**src/rtl/serial_adder32.sv**
```systemverilog
// Bit-serial WIDTH-bit adder: one full-adder slice, LSB first, start/busy/done handshake.
// Optional subtract support is enabled by defining SERIAL_ADDER_SUB_EN.
module serial_adder32 #(
    parameter int WIDTH = 32
) (
    input  logic             clk,
    input  logic             rst,
    input  logic             start,
    input  logic [WIDTH-1:0] a,
    input  logic [WIDTH-1:0] b,
    input  logic             sub,
    output logic             busy,
    output logic             done,
    output logic [WIDTH-1:0] sum,
    output logic             carry_out,
    output logic             overflow
);
    localparam int CW = (WIDTH > 1) ? $clog2(WIDTH) : 1;
    localparam logic [CW-1:0] LAST = CW'(WIDTH - 1);

    typedef enum logic [1:0] {S_IDLE, S_RUN, S_DONE} state_t;

    state_t           state_q, state_d;
    logic [WIDTH-1:0] a_q, a_d;
    logic [WIDTH-1:0] b_q, b_d;
    logic [WIDTH-2:0] sum_sr_q, sum_sr_d;
    logic             carry_q, carry_d;
    logic [CW-1:0]    cnt_q, cnt_d;
    logic [WIDTH-1:0] sum_q, sum_d;
    logic             cout_q, cout_d;
    logic             ovf_q, ovf_d;

    logic [WIDTH-1:0] b_eff;
    logic             cin;

`ifdef SERIAL_ADDER_SUB_EN
    assign b_eff = sub ? ~b : b;
    assign cin   = sub;
`else
    logic unused_sub;
    assign unused_sub = sub;
    assign b_eff      = b;
    assign cin        = 1'b0;
`endif

    // Full adder built from two half adders and an OR.
    logic ha1_s, ha1_c, ha2_s, ha2_c, fa_c;
    assign ha1_s = a_q[0] ^ b_q[0];
    assign ha1_c = a_q[0] & b_q[0];
    assign ha2_s = ha1_s ^ carry_q;
    assign ha2_c = ha1_s & carry_q;
    assign fa_c  = ha1_c | ha2_c;

    // New sum bit enters from the MSB side; on the last bit this is the full result.
    logic [WIDTH-1:0] sr_ext;
    assign sr_ext = {ha2_s, sum_sr_q};

    always_comb begin
        state_d  = state_q;
        a_d      = a_q;
        b_d      = b_q;
        sum_sr_d = sum_sr_q;
        carry_d  = carry_q;
        cnt_d    = cnt_q;
        sum_d    = sum_q;
        cout_d   = cout_q;
        ovf_d    = ovf_q;
        case (state_q)
            S_IDLE, S_DONE: begin
                if (start) begin
                    a_d     = a;
                    b_d     = b_eff;
                    carry_d = cin;
                    cnt_d   = '0;
                    state_d = S_RUN;
                end else begin
                    state_d = S_IDLE;
                end
            end
            S_RUN: begin
                a_d      = a_q >> 1;
                b_d      = b_q >> 1;
                sum_sr_d = sr_ext[WIDTH-1:1];
                carry_d  = fa_c;
                if (cnt_q == LAST) begin
                    sum_d   = sr_ext;
                    cout_d  = fa_c;
                    ovf_d   = carry_q ^ fa_c;
                    state_d = S_DONE;
                end else begin
                    cnt_d = cnt_q + CW'(1);
                end
            end
            default: state_d = S_IDLE;
        endcase
    end

    always_ff @(posedge clk) begin
        if (rst) begin
            state_q  <= S_IDLE;
            a_q      <= '0;
            b_q      <= '0;
            sum_sr_q <= '0;
            carry_q  <= 1'b0;
            cnt_q    <= '0;
            sum_q    <= '0;
            cout_q   <= 1'b0;
            ovf_q    <= 1'b0;
        end else begin
            state_q  <= state_d;
            a_q      <= a_d;
            b_q      <= b_d;
            sum_sr_q <= sum_sr_d;
            carry_q  <= carry_d;
            cnt_q    <= cnt_d;
            sum_q    <= sum_d;
            cout_q   <= cout_d;
            ovf_q    <= ovf_d;
        end
    end

    assign busy      = (state_q == S_RUN);
    assign done      = (state_q == S_DONE);
    assign sum       = sum_q;
    assign carry_out = cout_q;
    assign overflow  = ovf_q;
endmodule

```
**config.mk**
```make
export PLATFORM = sky130hd
export DESIGN_NAME = serial_adder32
export DESIGN_NICKNAME = d
export VERILOG_FILES = /design/src/rtl/serial_adder32.sv
export SDC_FILE = /design/constraint.sdc
export NUM_CORES = 1
export LEC_CHECK = 0
export BUFFER_PORTS_ARGS = -buffer_cell sky130_fd_sc_hd__buf_2
export CAP_MARGIN = 0
export CORE_MARGIN = 3
export CORE_UTILIZATION = 44
export DETAILED_ROUTE_END_ITERATION = 10
export GPL_TIMING_DRIVEN = 0
export PLACE_DENSITY_LB_ADDON = 0.12
export REMOVE_ABC_BUFFERS = 1
export SYNTH_ARGS = -nofsm -noshare
export SYNTH_HDL_FRONTEND = slang
export SYNTH_SLANG_ARGS = --single-unit
```
**constraint.sdc**
```tcl
create_clock -name clk -period 5.25 [get_ports clk]
set_input_delay 0.7875 -clock clk [delete_from_list [all_inputs] [get_ports clk]]
set_output_delay 0.7875 -clock clk [all_outputs]
set_load 0.03 [all_outputs]
```
==> flow_metrics.py <==
metrics = {
    "run_status": {
        "status": "finished, final reports clean",
    },
    "layout": {
        "finalNetCount": 817,
        "fill_cells": 1128,
        "drive_gt1_share_pct": 18.28,
        "final_cell_area_mm2": 0.006337,
        "diodes": 0,
        "areaGrowthSynthToFinish_pct": 21.20,
        "fin_util_pct": 55.03,
    },
    "power": {
        "internal-power_uw": 1855,
        "vdd_ir_drop_max_mv": 0.1514,
        "pwr-share-seq_pct": 46.5,
        "power_leakage_uw": 0.002439,
        "p_sw_uw": 544.6,
        "powerDensity_mw_per_mm2": 378.7,
        "power.total_uw": 2400,
        "sw_frac_of_total_pct": 22.69,
        "clock_power_share_pct": 45.5,
        "pwr-share-comb_pct": 8.0,
    },
    "sta": {
        "hold_viol": 0,
        "hold_slack_ns": 0.4469,
        "rsz0062_at_grt": "no",
        "setup_viol": 0,
        "relSlewSlack_pct": 13.76,
        "clock_skew_ns": 0.003984,
        "worstMarginPinSlew_ns": 1.294,
        "maxSlewViolCount": 0,
        "clock.fmax_mhz": 287.3,
        "fin_crit_sh_pct": 66.30,
        "period_minus_slack_ns": 3.481,
    },
    "global_route": {
        "grt_util_all_layers_pct": 17.26,
        "grt_pass1_vias": 4211,
        "grt.overflow.total": 0,
        "grt_start_max_net_pins": 115,
        "grt_pass1_wl_um": 18630,
        "grt_antenna_before_repair": 0,
    },
    "cts": {
        "clock-root-buffer": "clkbuf_16",
        "cts_resized": 0,
        "path_clk_slew_ns": 0.05,
        "htree_levels": 4,
        "cts.sinks": 137,
        "cts_buffers": 17,
        "holdBufCountCts": 0,
        "clk_latency_ns": 0.41,
        "post-cts-setup-buffers": 0,
        "cts_tree": "yes",
        "clk_path_buf_depth": 2,
    },
    "yosys": {
        "netlist_area_mm2": 0.005229,
        "seq_area_frac_synth_pct": 52.45,
        "yosysTopAreaCell": "dfxtp_1",
        "synth.avg_cell_area_um2": 7.701,
        "synth_top_area_share_pct": 52.45,
        "ys.flop_type": "dfxtp_1",
        "synth.ff_latch_count": 137,
        "synthCells": 679,
        "synth.distinct_cells": 29,
        "post_synth_main_area_contributors": "dfxtp_1 52%, nand2_1 18%, a31oi_1 7.4%",
        "synth_commonest_cells": "252 x nand2_1, 137 x dfxtp_1, 69 x a21oi_1",
        "ys.warnings.count": 0,
        "yosysMostFrequentCell": "nand2_1",
        "async_flop_share_pct": 0,
        "synth_edf_count": 0,
    },
    "placed_design": {
        "place_area_mm2": 0.005786,
        "globalplace.congestion": 0.7298,
        "hpwlAfterDp_um": 6701,
        "port_buffers": 102,
    },
    "floorplanning": {
        "die_area_mm2": 0.01323,
        "core_area_mm2": 0.01152,
        "rows": 39,
        "boundaryPins": 104,
        "start_util_pct": 45.40,
        "die_h_um": 115.0,
        "die_x_um": 115.0,
    },
    "setup_path": {
        "cp.required_ns": 4.46,
        "worst-r2r-setup-slack_ns": 2.87,
        "reg2reg_depth": 6,
        "rr_endpoint": "sum[30]",
        "reg2reg_from": "cnt_q[0]",
        "cp.arrival_ns": 2.69,
        "crit_type": "reg -> out",
        "slowest_stage": "clkinv_1",
        "startpoint": "state_q[1]",
        "end_kind": "primary output",
        "cp_max_fo": 45,
        "critPathLaunchType": "flop",
        "path_cells": "nand2b_4 -> clkinv_1 -> buf_2",
        "crit_path_max_incr_delay_ns": 0.90,
    },
    "detailed_routing": {
        "viasPerCell": 5.169,
        "num_vias": 4642,
        "dr.pass1.iters": 4,
        "antenna_left": 0,
        "drc_errors": 0,
        "drt-initial-drc-count": 402,
        "wl_per_cell_um": 12.42,
        "routed_wl_um": 11150,
    },
    "flow_run": {
        "drv_cap": 0,
    },
    "min_path": {
        "holdPathEnd": "sum[24]",
        "hold_start": "sum[24]",
        "hp-class": "reg -> reg",
        "min_path_cells": 2,
    },
}
routing by layer:
layer / vias up / GRT usage (%) / wire length (µm)
met3: 14 / 5.000 / 636
met4: 0 / 8.059 / 183
met1: 2101 / 20.37 / 5156
met5: - / 0 / 0
met2: 113 / 28.94 / 5173
li1: 2414 / - / -
sequential cells by signal, summed over array words and instances, names as in the netlist:
register / cells
b_q: 32
cnt_q: 5
state_q: 2
overflow: 1
sum: 32
sum_sr_q: 31
carry_q: 1
carry_out: 1
a_q: 32
cell type report:
cell class                      count  area, µm²  share of cell area, %
Clock inverter                      2      10.01                 0.1579
Clock buffer                       26      539.3                  8.509
Timing Repair Buffer              105      588.1                  9.279
Multi-Input combinational cell    480       2260                  35.66
Tap cell                          143      178.9                  2.823
Inverter                            5      18.77                 0.2961
Sequential cell                   137       2743                  43.28
stage by stage:
stage          TNS (ns)  worst slack, ns  instances
4_1_cts               0            1.764        898
3_5_place_dp          0            2.200        870
5_1_grt               0            1.539        898
2_1_floorplan    -1.442          -0.3032        622
6_report              0            1.769        898
3_3_place_gp     -61.39           -2.573        867
kinds of logic after synthesis:
group	after synthesis	share of synthesized area (%)
AOI/OAI and AO/OA	198	20.72
xor gates and xnor gates	2	0.3351
adders and majority gates	3	0.8614
buffers and inverters	62	4.666
DFF	137	52.45
and+or+nand+nor	277	20.96
layout by cell type, fill, tap and decap left out:
cell	instances
buf_2	101
nand2_1	252
a211oi_1	3
clkbuf_8	8
ha_1	2
clkbuf_1	1
dfxtp_1	137
buf_4	1
and3b_1	1
buf_16	2
or3_1	1
a21oi_1	69
inv_2	1
nand3b_1	1
a211oi_2	1
inv_1	3
xnor2_1	2
nand2b_4	1
a31oi_1	62
nor2b_1	1
o21ai_1	1
and3_1	1
nand2b_1	2
or3b_4	1
nor3_1	1
nor2_1	4
buf_12	1
clkinv_2	2
nand3_1	7
nand2b_2	1
nor3b_1	1
clkbuf_16	17
nor4bb_1	1
clkinv_1	1
o21ai_0	62
nor2b_4	1
fa_1	1
power by group through the flow:
stage	Clock, µW	Combinational, µW	Sequential (µW)
finish	1090	192	1120
global route	1160	221	1120
CTS	1120	195	1120
detailed placement	0	195	1140
global placement	0	186	1140
floorplan	0	120	1130
worst max path at each step:
stage	endpoint	slack, ns	cells past startpoint
2_1_floorplan	busy	-0.30	2
3_3_place_gp	busy	-2.57	3
3_5_place_dp	b_q[22]	2.20	4
4_1_cts	busy	1.76	3
5_1_grt	busy	1.54	3
6_report	busy	1.77	3
critical path: cells and delay by family (launching register included):
family | cells | cell delay, ns
buffers and inverters | 2 | 1.37
AND/OR/NAND/NOR | 1 | 0.49
flip-flops | 1 | 0.41
Power figures use the tool's default switching activity.
